<file path="config.mk">
export PLATFORM = sky130hd
export DESIGN_NAME = robocup_bldc
export DESIGN_NICKNAME = d
export VERILOG_FILES = /design/src/rtl/robocup_bldc.sv
export SDC_FILE = /design/constraint.sdc
export NUM_CORES = 1
export LEC_CHECK = 0
export CAP_MARGIN = 40
export CORE_ASPECT_RATIO = 0.5
export CORE_MARGIN = 1
export CORE_UTILIZATION = 29
export DETAILED_ROUTE_END_ITERATION = 6
export HOLD_SLACK_MARGIN = 0.02
export PLACE_DENSITY_LB_ADDON = 0.12
export SLEW_MARGIN = 10
export SYNTH_ARGS = -nofsm -noshare
export SYNTH_HDL_FRONTEND = slang
export SYNTH_SLANG_ARGS = --single-unit
export TNS_END_PERCENT = 100
</file>
<file path="constraint.sdc">
create_clock -name clock -period 2.1 [get_ports clock]
set_input_delay 0.42 -clock clock [delete_from_list [all_inputs] [get_ports clock]]
set_output_delay 0.42 -clock clock [all_outputs]
set_load 0.005 [all_outputs]
</file>
<file path="src/rtl/robocup_bldc.sv">
// Six-step BLDC commutator: synchronises the Hall code, picks a source/sink phase
// pair, PWMs the source high side, holds the sink low side, and inserts dead time.
module robocup_bldc #(
   parameter int DUTY_CYCLE_WIDTH = 8,
   parameter int DEAD_TIME        = 4
) (
   input  logic                        clock,
   input  logic                        reset,
   input  logic [2:0]                  h,
   input  logic [DUTY_CYCLE_WIDTH-1:0] duty_cycle,
   output logic [2:0]                  phaseH,
   output logic [2:0]                  phaseL
);

   localparam int DT_W = (DEAD_TIME < 1) ? 1 : $clog2(DEAD_TIME + 1);
   localparam logic [DUTY_CYCLE_WIDTH-1:0] PWM_MAX = '1;

   typedef enum logic [2:0] {
      STEP_FAULT,
      STEP_AB,
      STEP_AC,
      STEP_BC,
      STEP_BA,
      STEP_CA,
      STEP_CB
   } step_t;

   logic [2:0]                  h_meta_reg;
   logic [2:0]                  h_s_reg;
   step_t                       step_reg;
   step_t                       step_dec;
   logic [DT_W-1:0]             dead_reg;
   logic [DT_W-1:0]             dead_next;
   logic [DUTY_CYCLE_WIDTH-1:0] pwm_cnt_reg;
   logic [DUTY_CYCLE_WIDTH-1:0] duty_reg;
   logic [2:0]                  src_sel;
   logic [2:0]                  snk_sel;
   logic [2:0]                  phase_h_next;
   logic [2:0]                  phase_l_next;
   logic                        step_change;
   logic                        gate_on;
   logic                        pwm_on;

   always_comb begin
      step_dec = STEP_FAULT;
      src_sel  = 3'b000;
      snk_sel  = 3'b000;
      case (h_s_reg)
         3'b001:  begin step_dec = STEP_AB; src_sel = 3'b001; snk_sel = 3'b010; end
         3'b011:  begin step_dec = STEP_AC; src_sel = 3'b001; snk_sel = 3'b100; end
         3'b010:  begin step_dec = STEP_BC; src_sel = 3'b010; snk_sel = 3'b100; end
         3'b110:  begin step_dec = STEP_BA; src_sel = 3'b010; snk_sel = 3'b001; end
         3'b100:  begin step_dec = STEP_CA; src_sel = 3'b100; snk_sel = 3'b001; end
         3'b101:  begin step_dec = STEP_CB; src_sel = 3'b100; snk_sel = 3'b010; end
         default: begin step_dec = STEP_FAULT; src_sel = 3'b000; snk_sel = 3'b000; end
      endcase
   end

   // Gates are computed from the post-update dead counter so the outputs drop on
   // the same edge the new step is latched and stay off for exactly DEAD_TIME clocks.
   always_comb begin
      step_change = (step_dec != step_reg);
      if (step_change)
         dead_next = DT_W'(DEAD_TIME);
      else if (dead_reg != '0)
         dead_next = dead_reg - 1'b1;
      else
         dead_next = '0;
      gate_on = (step_dec != STEP_FAULT) && (dead_next == '0);
      pwm_on  = (pwm_cnt_reg < duty_reg);
   end

   for (genvar gi = 0; gi < 3; gi++) begin : g_phase
      assign phase_h_next[gi] = gate_on & pwm_on & src_sel[gi];
      assign phase_l_next[gi] = gate_on & snk_sel[gi];
   end

   always_ff @(posedge clock) begin
      if (reset) begin
         h_meta_reg  <= 3'b000;
         h_s_reg     <= 3'b000;
         step_reg    <= STEP_FAULT;
         dead_reg    <= '0;
         pwm_cnt_reg <= '0;
         duty_reg    <= '0;
         phaseH      <= 3'b000;
         phaseL      <= 3'b000;
      end else begin
         h_meta_reg  <= h;
         h_s_reg     <= h_meta_reg;
         step_reg    <= step_dec;
         dead_reg    <= dead_next;
         pwm_cnt_reg <= pwm_cnt_reg + 1'b1;
         if (pwm_cnt_reg == PWM_MAX)
            duty_reg <= duty_cycle;
         phaseH      <= phase_h_next;
         phaseL      <= phase_l_next;
      end
   end

endmodule

</file>
## Word level (Yosys, flattened, before mapping)

Index checks and enable logic that the tools add are counted.
Widths: inputs -> output; s select.

| word-level totals | value |
|---|---|
| flip-flop bits (word level) | 34 |
| input bits | 13 |
| output and inout bits | 6 |
| logic and storage cells | 41 |

| cells by class | value |
|---|---|
| $add $sub $neg | 2 |
| order comparisons | 1 |
| equality and inequality tests | 8 |
| mux-type cells | 5 |
| bitwise operators | 7 |
| reductions and logical operators | 10 |

Operators by type and width:

| operator | number |
|---|---|
| $pmux 3 s3 | 2 |
| $pmux 3 s6 | 1 |
| $reduce_or 2->1 | 6 |
| $eq 3x3->1 const B | 3 |
| $add 8x1->8 const B | 1 |
| $eq 8x8->1 const B | 1 |
| $lt 8x8->1 | 1 |
| $and 1x1->1 | 7 |
| $eq 3x2->1 const B | 2 |
| $mux 3 | 2 |
| $reduce_bool 3->1 | 2 |
| $eq 3x1->1 const B | 1 |
| $logic_not 3->1 | 1 |
| $ne 3x3->1 | 1 |
| $sub 3x1->3 const B | 1 |
| $logic_and 1x1->1 | 1 |

## Logic depth before layout (Yosys ltp)

| logic depth | value |
|---|---|
| word-level depth | 8 |
| mapped depth | 6 |
| gate-level depth less buffers | 6 |

## Worst setup path after synthesis

No wires, ideal clock.

| timing path | value |
|---|---|
| path kind | register -> register |
| from | reg dead_reg[0] |
| to | reg phaseH[0] |
| setup time | 92 ps |
| data arrival time | 1471 ps |
| required time | 2008 ps |
| slack | 537 ps |
| stages on the path, launching flop included | 7 |
| path through | dfxtp_1 > nor2_1 > inv_1 > ha_1 > or3b_2 > buf_1 > nor4_1 |

| between the ends | value |
|---|---|
| cells in the longest elaborated chain, start to end | 7 |
| elaborated cells on any way between the ends | 8 |

RTL lines:

| what | line | text |
|---|---|---|
| start: declaration | 32 | `logic [DT_W-1:0] dead_reg;` |
| start signal: assignment | 92 | `dead_reg <= dead_next;` |
| $sub 3x1->3 / $reduce_bool 3->1 (equally long branches) | 66, 65 |  |
| $mux 3 (*) | 65 | `else if (dead_reg != '0)` |
| $mux 3 (*) | 63 | `if (step_change)` |
| $logic_not 3->1 (*) | 69 | `gate_on = (step_dec != STEP_FAULT) && (dead_next == '0);` |
| $logic_and 1x1->1 (*) | 69 |  |
| $and 1x1->1 (*) (2 in series) | 74 | `assign phase_h_next[gi] = gate_on & pwm_on & src_sel[gi];` |
| end signal: assignment | 96 | `phaseH <= phase_h_next;` |
| end: declaration | 11 | `output logic [2:0] phaseH,` |

Mark *: on every way between the ends. The rest lies on a longest branch, timed or not.
A chain may end at the register's enable or synchronous reset.

## Final worst setup path

| timing path | value |
|---|---|
| from | reg h_s_reg[0] |
| to | reg phaseH[0] |

| between the ends | value |
|---|---|
| cells in the longest elaborated chain, start to end | 8 |
| elaborated cells on any way between the ends | 18 |

RTL lines:

| what | line | text |
|---|---|---|
| start: declaration | 29 | `logic [2:0] h_s_reg;` |
| start signal: assignment | 90 | `h_s_reg <= h_meta_reg;` |
| $eq 3x3->1 (tied with other cells) | 48 | `case (h_s_reg)` |
| $pmux 3 s6 | 48 |  |
| $ne 3x3->1 | 62 | `step_change = (step_dec != step_reg);` |
| $mux 3 | 63 |  |
| $logic_not 3->1 | 69 |  |
| $logic_and 1x1->1 | 69 |  |
| $and 1x1->1 | 74 |  |
| $and 1x1->1 (*) | 74 |  |

Marked as above.

==> flow_summary.json <==
{
  "worstReg2RegEnd": "phaseH[0]",
  "clockPowerShare_pct": 37.8,
  "coreArea_um2": 5020,
  "synth.top_cell.area_share_pct": 44.2,
  "tns_ps": 0,
  "port_buffers": 18,
  "synth_fp_nets": 182,
  "power.leakage_nw": 0.651,
  "wl_met3_um": 97,
  "wl_per_cell_um": 11.1,
  "synthTopCellsByArea": "dfxtp_1 44%, ha_1 8.1%, mux2i_1 5.2%",
  "setup_ws_ps": 329,
  "fin_nets": 200,
  "whs_ps": 435,
  "pin_count": 19,
  "multi_input_area_um2": 771,
  "diodes": 0,
  "yosys_warnings": 0,
  "drt-total-wl_um": 2760,
  "fill_cells": 524,
  "synth_xor_area_share_pct": 3.90,
  "vdd_drop_max_mv": 0.210,
  "start_util_pct": 30.6,
  "rsz0062_at_grt": "false",
  "clkLatencyLatePin_ps": 280,
  "antenna_found_initial": 0,
  "rrSetupSlack_ps": 330,
  "fp.dieH_um": 53.5,
  "ys_seq_elements": 34,
  "p_seq_share_pct": 52.8,
  "final_area_um2": 1860,
  "worstPathRequired_ps": 2280,
  "outcome": "finished, final reports clean",
  "grt_pass1_wl_um": 4690,
  "yosysUniqueCellTypes": 37,
  "drtPass1Iterations": 4,
  "synth_top_area_cell": "dfxtp_1",
  "synth_compound_area_share_pct": 11.0,
  "synth_top_family_by_area": "simple AND/OR/NAND/NOR gates",
  "cts.sinks": 34,
  "p_per_area_nw_per_um2": 698,
  "rows": 18,
  "wl_met1_um": 1410,
  "cts-root-buf": "clkbuf_8",
  "endpoint": "phaseH[0]",
  "die_area_um2": 5620,
  "die_w_um": 105,
  "regArea_um2": 681,
  "critPathKind": "reg2reg",
  "cts-resized-gates": 0,
  "hp-class": "reg2reg",
  "gr-total-overflow": 0,
  "place_area_um2": 1770,
  "synth-simple-area-share_pct": 21.9,
  "dpl_worst_slack_ps": 311,
  "syn_inst": 159,
  "end_kind": "register",
  "area_growth_pct": 20.8,
  "finalPower_mw": 1.30,
  "drt_iter0_markers": 23,
  "internal_power_uw": 993,
  "synthAdderAreaFrac_pct": 8.13,
  "fmax_mhz": 565,
  "post_cts_buffers": 0,
  "switching_share_pct": 23.4,
  "grt_start_max_net_pins": 35,
  "cts_buffers": 5,
  "top_layer": "met4",
  "start_kind": "register",
  "finalSetupViolCount": 0,
  "final_cells": 248,
  "grt_pass1_vias": 1027,
  "critPathArrivalTime_ps": 1950,
  "tightest_slew_ps": 573,
  "placedCellCount": 240,
  "final_core_util_pct": 37.0,
  "netlist_area_um2": 1540,
  "track_usage_pct": 11.3,
  "wl_met2_um": 1220,
  "vias_per_cell": 4.49,
  "finalCritPeriodShare_pct": 84.3,
  "synth_area_per_cell_um2": 9.68,
  "p_sw_uw": 304,
  "ant_nets": 0,
  "drv_cap": 0,
  "r2r_start": "h_s_reg[0]",
  "hold_viol_final": 0,
  "drc": 0,
  "maxSlewViolCount": 0,
  "timing.final.crit_period_ps": 1770,
  "clk_pin_slew_ps": 70,
  "hpwl_um": 1960,
  "htree_levels": 2,
  "vias": 1114,
  "drive_gt1_share_pct": 8.43,
  "gp_congestion": 0.728,
  "skew_ps": 5.71,
  "synthMuxAreaShare_pct": 5.20,
  "crit_start": "h_s_reg[0]",
  "cts_tree": "yes",
  "cp_max_fo": 11,
  "seq_area_frac_synth_pct": 44.2,
  "comb_power_share_pct": 9.4,
  "relSlewSlack_pct": 61.7,
  "ctsHoldBuffers": 0,
  "cts.path.max_buffers": 2,
  "r2r_cells": 4
}
cells in the final DEF (no fill, tap or decap):
| cell | instances |
|---|---|
| nand3_1 | 3 |
| xnor2_1 | 3 |
| clkbuf_8 | 6 |
| or2b_1 | 1 |
| o2111ai_1 | 2 |
| clkbuf_1 | 1 |
| or3b_2 | 1 |
| o21ba_2 | 1 |
| nand2b_1 | 5 |
| ha_1 | 10 |
| clkdlybuf4s50_1 | 18 |
| nor3_4 | 1 |
| and4_4 | 1 |
| nor4_1 | 7 |
| a211o_1 | 2 |
| xnor2_2 | 1 |
| nand2_1 | 7 |
| xor2_1 | 2 |
| o221ai_2 | 1 |
| nor2_1 | 19 |
| mux2i_1 | 8 |
| o211ai_1 | 2 |
| or3b_1 | 1 |
| inv_1 | 11 |
| o21ai_0 | 3 |
| o41ai_4 | 1 |
| buf_4 | 1 |
| and4_1 | 1 |
| nand3b_1 | 1 |
| a211oi_1 | 2 |
| a21oi_1 | 6 |
| nor4b_1 | 1 |
| nor3_1 | 3 |
| nor2b_1 | 7 |
| clkinv_2 | 1 |
| or3_1 | 2 |
| dfxtp_1 | 34 |
| a31oi_1 | 1 |
per-layer routing:
metal | GRT usage, % | vias up
met4 | 4.93 | 0
met5 | 0 | -
met3 | 4.19 | 4
met2 | 18.2 | 18
li1 | - | 581
met1 | 13.8 | 511
Yosys cell counts, drive strengths merged:
library cell and count:
dfxtp 34, nor2 19, inv 11, ha 10
mux2i 8, nand2 7, nor2b 7, nor4 7
a21oi 6, nand2b 5, buf 4, clkbuf 4
nor3 4, xnor2 4, nand3 3, o21ai 3
a211o 2, a211oi 2, and4 2, o2111ai 2
o211ai 2, or3 2, or3b 2, xor2 2
a31oi 1, nand3b 1, nor4b 1, o21ba 1
o221ai 1, o41ai 1, or2b 1
layout make-up:
class / count / area share, %
multi-input combinational: 106 / 41.5
inverter: 11 / 2.22
clock inverter: 1 / 0.269
clock buffer: 7 / 4.64
tap: 70 / 4.71
sequential: 34 / 36.6
timing repair buffer: 19 / 10.1
cells by family after synthesis:
group / after synthesis
multiplexers: 8
flip-flops: 34
buffers and inverters: 19
AO/OA/AOI/OAI: 21
XOR/XNOR: 6
adder cells (fa/ha/maj): 10
AND/OR/NAND/NOR: 61
worst min-delay path by stage:
| stage | startpoint | slack, ps | to | depth (start not counted) |
|---|---|---|---|---|
| 2_1_floorplan | h_meta_reg[0] | 410 | h_s_reg[0] | 1 |
| 3_3_place_gp | h_meta_reg[1] | 420 | h_s_reg[1] | 1 |
| 3_5_place_dp | h_meta_reg[2] | 430 | h_s_reg[2] | 1 |
| 4_1_cts | h_meta_reg[2] | 440 | h_s_reg[2] | 1 |
| 5_1_grt | h_meta_reg[2] | 450 | h_s_reg[2] | 1 |
| 6_report | h_meta_reg[2] | 430 | h_s_reg[2] | 1 |
critical path, stage by stage (launching register included):
cell     delay (ps)
dfxtp_1         580
xnor2_2         180
nor4b_1         440
o41ai_4         180
nor4_1          290
power by group through the flow:
stage | logic [mW] | clock network, mW | registers [mW]
6_report | 0.122 | 0.491 | 0.685
5_1_grt | 0.137 | 0.549 | 0.688
4_1_cts | 0.124 | 0.517 | 0.685
3_5_place_dp | 0.123 | 0 | 0.700
3_3_place_gp | 0.122 | 0 | 0.700
2_1_floorplan | 0.0926 | 0 | 0.691
Power figures use the tool's default switching activity.
